`config.mk`:
```
export PLATFORM = sky130hd
export DESIGN_NAME = id_ex_stage
export DESIGN_NICKNAME = d
export VERILOG_FILES = /design/src/rtl/mips_pkg.sv /design/src/rtl/forward_sel.sv /design/src/rtl/id_ex_stage.sv
export SDC_FILE = /design/constraint.sdc
export NUM_CORES = 1
export LEC_CHECK = 0
export BUFFER_PORTS_ARGS = -buffer_cell sky130_fd_sc_hd__buf_4
export CAP_MARGIN = 20
export CORE_ASPECT_RATIO = 1.4
export CORE_MARGIN = 5
export CORE_UTILIZATION = 44
export CTS_CLUSTER_DIAMETER = 200
export DETAILED_ROUTE_END_ITERATION = 10
export GPL_TIMING_DRIVEN = 0
export PLACE_DENSITY = 0.85
export SYNTH_ARGS = -nofsm -noshare
export SYNTH_HDL_FRONTEND = slang
export SYNTH_SLANG_ARGS = --single-unit
```
`constraint.sdc`:
```
create_clock -name clk -period 1.92 [get_ports clk]
set_input_delay 0.192 -clock clk [delete_from_list [all_inputs] [get_ports clk]]
set_output_delay 0.192 -clock clk [all_outputs]
set_load 0.005 [all_outputs]
```
`src/rtl/mips_pkg.sv`:
```
// Shared definitions for the MIPS-style pipeline: default widths, ALU op
// encodings and the control word carried down the pipe with its bubble value.
package mips_pkg;

  localparam int unsigned DEF_DATA_W = 32;
  localparam int unsigned DEF_REG_W  = 5;
  localparam int unsigned DEF_OP_W   = 3;

  localparam logic [DEF_OP_W-1:0] ALU_ADD = 3'b000;
  localparam logic [DEF_OP_W-1:0] ALU_SUB = 3'b001;
  localparam logic [DEF_OP_W-1:0] ALU_AND = 3'b010;
  localparam logic [DEF_OP_W-1:0] ALU_OR  = 3'b011;
  localparam logic [DEF_OP_W-1:0] ALU_SLT = 3'b100;

  // Control bits that travel with an instruction through EX.
  typedef struct packed {
    logic valid;
    logic reg_write;
    logic mem_read;
    logic mem_write;
    logic mem_to_reg;
  } ctrl_t;

  // A bubble does nothing: not valid, writes nothing, touches no memory.
  localparam ctrl_t CTRL_BUBBLE = '0;

endpackage

```
`src/rtl/forward_sel.sv`:
```
// Per-operand forwarding mux.
// Ports: i_reg (source register number), i_rf_data (registered file data),
//        i_exmem_* / i_memwb_* (producer write info), o_data (selected operand).
// EX/MEM beats MEM/WB; register 0 is never forwarded.
module forward_sel #(
  parameter int unsigned DATA_W = 32,
  parameter int unsigned REG_W  = 5
) (
  input  logic [REG_W-1:0]  i_reg,
  input  logic [DATA_W-1:0] i_rf_data,
  input  logic              i_exmem_reg_write,
  input  logic [REG_W-1:0]  i_exmem_rd,
  input  logic [DATA_W-1:0] i_exmem_result,
  input  logic              i_memwb_reg_write,
  input  logic [REG_W-1:0]  i_memwb_rd,
  input  logic [DATA_W-1:0] i_memwb_result,
  output logic [DATA_W-1:0] o_data
);

  logic w_hit_exmem;
  logic w_hit_memwb;

  assign w_hit_exmem = i_exmem_reg_write && (i_exmem_rd != '0) && (i_exmem_rd == i_reg);
  assign w_hit_memwb = i_memwb_reg_write && (i_memwb_rd != '0) && (i_memwb_rd == i_reg);

  // Later assignment wins, so EX/MEM is checked last.
  always_comb begin
    o_data = i_rf_data;
    if (w_hit_memwb) o_data = i_memwb_result;
    if (w_hit_exmem) o_data = i_exmem_result;
  end

endmodule

```
`src/rtl/id_ex_stage.sv`:
```
// ID/EX pipeline register with operand forwarding and load-use detection.
// Inputs : id_* decoded fields, stall_in/flush, EX/MEM and MEM/WB producer info.
// Outputs: lop/rop/alu_op to the ALU, store_data, ex_dest, ex_* control bits,
//          load_use_stall (combinational) to hold PC and IF/ID.
module id_ex_stage
  import mips_pkg::*;
#(
  parameter int unsigned DATA_W = DEF_DATA_W,
  parameter int unsigned REG_W  = DEF_REG_W,
  parameter int unsigned OP_W   = DEF_OP_W
) (
  input  logic              clk,
  input  logic              rst_n,
  input  logic              id_valid,
  input  logic [DATA_W-1:0] id_rs_data,
  input  logic [DATA_W-1:0] id_rt_data,
  input  logic [DATA_W-1:0] id_imm,
  input  logic [REG_W-1:0]  id_rs,
  input  logic [REG_W-1:0]  id_rt,
  input  logic [REG_W-1:0]  id_rd,
  input  logic              id_uses_rt,
  input  logic [OP_W-1:0]   id_alu_op,
  input  logic              id_alu_src,
  input  logic              id_reg_dst,
  input  logic              id_reg_write,
  input  logic              id_mem_read,
  input  logic              id_mem_write,
  input  logic              id_mem_to_reg,
  input  logic              stall_in,
  input  logic              flush,
  input  logic              exmem_reg_write,
  input  logic [REG_W-1:0]  exmem_rd,
  input  logic [DATA_W-1:0] exmem_result,
  input  logic              memwb_reg_write,
  input  logic [REG_W-1:0]  memwb_rd,
  input  logic [DATA_W-1:0] memwb_result,
  output logic [DATA_W-1:0] lop,
  output logic [DATA_W-1:0] rop,
  output logic [OP_W-1:0]   alu_op,
  output logic [DATA_W-1:0] store_data,
  output logic [REG_W-1:0]  ex_dest,
  output logic              ex_valid,
  output logic              ex_reg_write,
  output logic              ex_mem_read,
  output logic              ex_mem_write,
  output logic              ex_mem_to_reg,
  output logic              load_use_stall
);

  ctrl_t             r_ctrl;
  logic [DATA_W-1:0] r_rs_data;
  logic [DATA_W-1:0] r_rt_data;
  logic [DATA_W-1:0] r_imm;
  logic [REG_W-1:0]  r_rs;
  logic [REG_W-1:0]  r_rt;
  logic [REG_W-1:0]  r_rd;
  logic [OP_W-1:0]   r_alu_op;
  logic              r_alu_src;
  logic              r_reg_dst;

  logic [REG_W-1:0]  w_dest;
  logic [DATA_W-1:0] w_fwd_a;
  logic [DATA_W-1:0] w_fwd_b;
  logic              w_load_use;
  logic              w_bubble;

  assign w_dest = r_reg_dst ? r_rd : r_rt;

  // A load in EX whose result an ID instruction needs next cycle; a flush
  // kills the load, so there is nothing to wait for.
  assign w_load_use = !flush && r_ctrl.valid && r_ctrl.mem_read && (w_dest != '0) &&
                      id_valid && ((w_dest == id_rs) || (id_uses_rt && (w_dest == id_rt)));

  // Flush wins over stall; a load-use bubble only loads when not stalled.
  assign w_bubble = flush || (!stall_in && w_load_use);

  // ID/EX register.
  always_ff @(posedge clk or negedge rst_n) begin
    if (!rst_n) begin
      r_ctrl    <= CTRL_BUBBLE;
      r_rs_data <= '0;
      r_rt_data <= '0;
      r_imm     <= '0;
      r_rs      <= '0;
      r_rt      <= '0;
      r_rd      <= '0;
      r_alu_op  <= OP_W'(ALU_ADD);
      r_alu_src <= 1'b0;
      r_reg_dst <= 1'b0;
    end else if (w_bubble) begin
      r_ctrl    <= CTRL_BUBBLE;
      r_rs_data <= '0;
      r_rt_data <= '0;
      r_imm     <= '0;
      r_rs      <= '0;
      r_rt      <= '0;
      r_rd      <= '0;
      r_alu_op  <= OP_W'(ALU_ADD);
      r_alu_src <= 1'b0;
      r_reg_dst <= 1'b0;
    end else if (!stall_in) begin
      r_ctrl    <= '{valid: id_valid, reg_write: id_reg_write, mem_read: id_mem_read,
                     mem_write: id_mem_write, mem_to_reg: id_mem_to_reg};
      r_rs_data <= id_rs_data;
      r_rt_data <= id_rt_data;
      r_imm     <= id_imm;
      r_rs      <= id_rs;
      r_rt      <= id_rt;
      r_rd      <= id_rd;
      r_alu_op  <= id_alu_op;
      r_alu_src <= id_alu_src;
      r_reg_dst <= id_reg_dst;
    end
  end

  forward_sel #(.DATA_W(DATA_W), .REG_W(REG_W)) u_fwd_a (
    .i_reg             (r_rs),
    .i_rf_data         (r_rs_data),
    .i_exmem_reg_write (exmem_reg_write),
    .i_exmem_rd        (exmem_rd),
    .i_exmem_result    (exmem_result),
    .i_memwb_reg_write (memwb_reg_write),
    .i_memwb_rd        (memwb_rd),
    .i_memwb_result    (memwb_result),
    .o_data            (w_fwd_a)
  );

  forward_sel #(.DATA_W(DATA_W), .REG_W(REG_W)) u_fwd_b (
    .i_reg             (r_rt),
    .i_rf_data         (r_rt_data),
    .i_exmem_reg_write (exmem_reg_write),
    .i_exmem_rd        (exmem_rd),
    .i_exmem_result    (exmem_result),
    .i_memwb_reg_write (memwb_reg_write),
    .i_memwb_rd        (memwb_rd),
    .i_memwb_result    (memwb_result),
    .o_data            (w_fwd_b)
  );

  // Stores always need the forwarded rt, even when rop takes the immediate.
  assign lop            = w_fwd_a;
  assign rop            = r_alu_src ? r_imm : w_fwd_b;
  assign store_data     = w_fwd_b;
  assign alu_op         = r_alu_op;
  assign ex_dest        = w_dest;
  assign ex_valid       = r_ctrl.valid;
  assign ex_reg_write   = r_ctrl.reg_write;
  assign ex_mem_read    = r_ctrl.mem_read;
  assign ex_mem_write   = r_ctrl.mem_write;
  assign ex_mem_to_reg  = r_ctrl.mem_to_reg;
  assign load_use_stall = w_load_use;

endmodule

```
======== Word level (Yosys, flattened, before mapping) ========
Cells that the tools add are included.
W data, S select, Z words.
word-level totals
  logic and storage cells ................. 67
  input bits .............................. 202
  register bits ........................... 121
cells by class
  reductions and logical operators ........ 20
  mux-type cells .......................... 26
  eq/ne operators ......................... 7
operators by type and width
  cell                  number
  $mux W32              11
  $mux W5               9
  $eq A5 B5 Y1          6
  $reduce_bool A5 Y1    3
  $logic_and A1 B1 Y1   13
  $mux W3               2
  $mux W1               4
  $logic_not A1 Y1      2
  $logic_or A1 B1 Y1    2
  $ne A2 B1 Y1 const B  1

======== Depth between registers and ports, before layout ========
  depth in word-level cells ............... 9
  depth in mapped cells ................... 9
  mapped depth without buffers ............ 6

======== Cells and area by module ========
From an unflattened synthesis, not the netlist that was laid out.
second synthesis, totals
  cell total of the unflattened synthesis .. 960
  area, all modules ....................... 8101.5 µm²
modules (own cells, without submodules)
  module       area each (µm²)  instances  cells an instance  seq. area each (µm²)
  id_ex_stage  5766.8           1          590                3027.9
  forward_sel  1167.4           2          185                0.0

======== Worst setup path after synthesis ========
No wires, ideal clock.
  kind .................................... reg2out
  start ................................... register r_rt[4]
  end ..................................... output rop[23]
  required time ........................... 1.728 ns
  stages on the path, launching flop included .. 9
  buffers on the path ..................... 2
  arrival time ............................ 1.881 ns
  setup slack ............................. -0.153 ns
  cells stage by stage .................... dfrtp_1 -> xnor2_1 -> nand3_1 -> or4_1 -> buf_2 -> buf_2 -> nor2_1 -> a21oi_1 -> mux2_2
between the ends
  word-level cells in the longest chain between the ends .. 5
  elaborated cells on any way between the ends .. 7
RTL lines
  item                    line                RTL
  start, declared         id_ex_stage.sv:55   logic [REG_W-1:0] r_rt;
  start signal, assigned  id_ex_stage.sv:108  r_rt <= id_rt;
  $eq A5 B5 Y1            forward_sel.sv:24   assign w_hit_memwb = i_memwb_reg_write && (i_memwb_rd != '0) && (i_memwb_rd == i_reg);
  $logic_and A1 B1 Y1     forward_sel.sv:24
  $mux W32                forward_sel.sv:29   if (w_hit_memwb) o_data = i_memwb_result;
  $mux W32 (*)            forward_sel.sv:30   if (w_hit_exmem) o_data = i_exmem_result;
  via store_data[23]      id_ex_stage.sv:40   output logic [DATA_W-1:0] store_data,
  $mux W32 (*)            id_ex_stage.sv:142  assign rop = r_alu_src ? r_imm : w_fwd_b;
  end, declared           id_ex_stage.sv:38   output logic [DATA_W-1:0] rop,
Mark *: on every way through the listed nets, which the timed path passes. The rest lies on a longest branch.

======== Final worst setup path ========
  start ................................... register r_rt[1]
  end ..................................... output rop[31]
between the ends
  word-level cells in the longest chain between the ends .. 5
  elaborated cells on any way between the ends .. 7
RTL lines
  item                 line
  $eq A5 B5 Y1         forward_sel.sv:24
  $logic_and A1 B1 Y1  forward_sel.sv:24
  $mux W32             forward_sel.sv:29
  $mux W32 (*)         forward_sel.sv:30
  $mux W32 (*)         id_ex_stage.sv:142
Every way passes the cells marked *; elsewhere a longest branch is shown, timed or not.

==> impl_metrics.csv <==
group,metric,value,unit
status,status,"complete, but fails checks",
status,failed_checks,"negative setup slack",
clocking,cts_tree,"done",
final_layout,syn_to_final_growth,72.0,%
setup_path,endpoint_kind,"output port",
setup_path,critPathKind,"flip-flop to output port",
setup_path,path_max_fanout,4,
min_path,hp-class,"input port to flip-flop",
placed_design,dp_hpwl,21800,um
power,ir_worst_vdd,0.569,mV
final_layout,fillers,1002,
setup_path,crit_chain,"xnor2_2 -> nand3_1 -> or4_4 -> buf_4 -> buf_4 -> nor2_1 -> a21oi_1 -> mux2_2 -> buf_4",
timing,final.setup_skew,15.1,ps
setup_path,cpPeakStageDelay,470,ps
clocking,cts.clk_slew.worst_paths,50,ps
synthesis,dominantRegCellSynth,"dfrtp_1",
final_layout,largestRegisters,"r_imm (32), r_rs_data (32), r_rt_data (32)",
timing,finalHoldViolCount,0,
synthesis,synthesis.nets,1035,
synthesis,netlist.area_leader.share,0.415,
final_layout,instances_no_fill,1445,
synthesis,synthTopCellsByCount,"nand2_1, dfrtp_1, o21ai_0, o21ai_2, mux2i_1",
power,p_int,0.00578,W
setup_path,crit_slowest_cell,"dfrtp_2",
floorplanning,die_y,162,um
timing,maxSlewHeadroom,0.459,
final_layout,layout.area.seq,3030,um2
clocking,cts_root_buf,"clkbuf_16",
synthesis,yosysSeqAreaShare,0.415,
global_routing,grt_remaining_overflow,0,
global_routing,gr-usage-all-layers,0.322,
routing,drtAntennaViolNets,0,
final_layout,multiInputGateArea,4640,um2
synthesis,ys_ff_latch,121,
placed_design,dpl.cell_count,1345,
synthesis,synth_warnings,0,
power,sw_frac_of_total,0.268,
floorplanning,rows,55,
final_layout,nNetsFinal,1437,
synthesis,synth-async-reset-ratio,1.00,
synthesis,synthMuxAreaShare,0.148,
global_routing,grt_max_degree,63,
synthesis,synth-xor-area-share,0.0360,
routing,vias,8365,
floorplanning,die_x,119,um
setup_path,crit_arrival,2570,ps
setup_path,cpMostUsedCell,"buf_4",
routing,drt_iter0_markers,777,
power,combinationalPowerShare,0.228,
timing,period_needed,2770,ps
placed_design,port_buffers,311,
clocking,cts_sinks,121,
synthesis,synth-compound-area-share,0.168,
timing,drv_slew,0,
synthesis,synth-simple-area-share,0.174,
synthesis,yosysUniqueCellTypes,31,
routing,drc,0,
power,power-per-cell-area,629,nW/um2
routing,wl_per_cell,23.9,um
clocking,cts.path.max_buffers,2,
timing,fin_ws,-846,ps
timing,final.period_utilization,1.44,
floorplanning,initial_core_util,0.449,
synthesis,synth_cells,833,
clocking,clk_latency,420,ps
timing,tightest_slew,811,ps
floorplanning,io_pins,312,
floorplanning,core-area,16200,um2
synthesis,synth_top_family_by_area,"simple AND/OR/NAND/NOR gates",
setup_path,worstPathRequired,1730,ps
timing,setup_viol,218,
timing,max_freq,362,MHz
timing,holdWs,22.2,ps
power,pwr-share-seq,0.357,
final_layout,layout-drive-gt1-share,0.546,
placed_design,gp_congestion,0.952,
clocking,htreeDepth,4,
final_layout,n_antenna_cell,0,
timing,rsz0062_at_grt,"true",
global_routing,grt_pass1_wl,47500,um
routing,drtPass1Iterations,5,
synthesis,yosys.cell_count.top_type,"nand2_1",
clocking,numCtsBuffers,17,
routing,via_per_inst,5.79,
setup_path,cp-start-kind,"flip-flop",
global_routing,antenna_found_initial,0,
synthesis,syn-mean-instance-area,8.75,um2
synthesis,synth-edff-count,0,
synthesis,synth_area,7290,um2
routing,finalWirelength,34500,um
power,finalPower,0.00789,W
final_layout,final_util,0.772,
power,leakagePower,5.62,nW
synthesis,yosys.area_share.adder,0,
power,p_sw,0.00211,W
job,drv_cap,0,
global_routing,first_global_vias,8509,
power,power.share.clock,0.415,
synthesis,yosysTopAreaCell,"dfrtp_1",
floorplanning,dieArea,19300,um2
synthesis,netlist_top_cells_area,"dfrtp_1, nand2_1, mux2i_1",
timing,finalSetupTns,-108310,ps
[what timing repair did]
action                                 CTS  global route
pin swaps                               24            27
gates cloned                            13             6
endpoints found under the hold margin   60             0
hold buffers                             2             0
gates resized for setup                184           134
setup buffers                           37            21
setup endpoints to repair              218           219
[cells by family after synthesis]
kind of cell / after synthesis
compound gates: 189
xor+xnor: 30
buf+inv: 68
flops: 121
mux: 101
simple gates: 324
[metal layers]
layer / vias up / global-route usage / wire, um / share of wire
met5: - / 0 / 0 / 0
met4: 0 / 0.187 / 2280 / 0.066
met3: 170 / 0.0745 / 2560 / 0.074
met2: 539 / 0.568 / 18000 / 0.52
met1: 4065 / 0.352 / 11700 / 0.34
li1: 3591 / - / - / -
[final cells by class]
cell class,count,share of cell area
clock inverter,9,0.00978
sequential,121,0.242
inverter,5,0.00150
multi-input combinational,644,0.370
buffer,60,0.0480
clock buffer,21,0.0375
tap,199,0.0199
timing repair buffer,386,0.272
[power by group through the flow]
stage	clock (W)	sequential [W]	combinational, W
floorplan	0	0.00280	0.000594
global placement	0	0.00283	0.00142
detailed placement	0	0.00284	0.00145
CTS	0.00328	0.00280	0.00163
global route	0.00341	0.00283	0.00190
finish	0.00328	0.00282	0.00180
[stage by stage]
stage | cell area (um2) | setup slack, ps
floorplan | 7380 | -43.1
global placement | 9960 | -1090
detailed placement | 10000 | -943
CTS | 11900 | -783
global route | 12500 | -965
finish | 12500 | -846
[final timing paths]
| path | start | endpoint | slack, ps | depth (start not counted) |
|---|---|---|---|---|
| setup / recovery | r_rt[1] | rop[31] | -850 | 9 |
| hold / removal | id_rs_data[9] | r_rs_data[9] | 20 | 3 |
| setup reg to reg | r_rt[4] | r_rs_data[29] | -510 | 13 |
| hold reg to reg | r_imm[29] | r_imm[29] | 470 | 2 |
| max in group asynchronous | rst_n | r_rs_data[7] | 870 | 3 |
| min in group asynchronous | rst_n | r_imm[27] | 330 | 2 |
[worst max-delay path, delay by kind of cell, from the launching register on]
family | cells | cell delay (ps)
XOR/XNOR | 1 | 140
flip-flops | 1 | 470
AND/OR/NAND/NOR | 3 | 650
buffers and inverters | 3 | 470
multiplexers | 1 | 310
AO/OA/AOI/OAI | 1 | 100
[cell usage in the layout (no fill, tap or decap), types with 12 or more instances in the layout]
cell type	instances
buf_6	33
buf_8	12
buf_12	18
mux2_2	25
mux2i_4	19
clkbuf_16	25
nand2_1	267
mux2i_2	15
clkbuf_1	29
mux2i_1	35
buf_4	331
o21ai_1	31
o21ai_2	83
xnor2_1	12
nor2_2	18
a21oi_2	18
o21ai_0	38
dfrtp_1	116
Power figures use the tool's default switching activity.
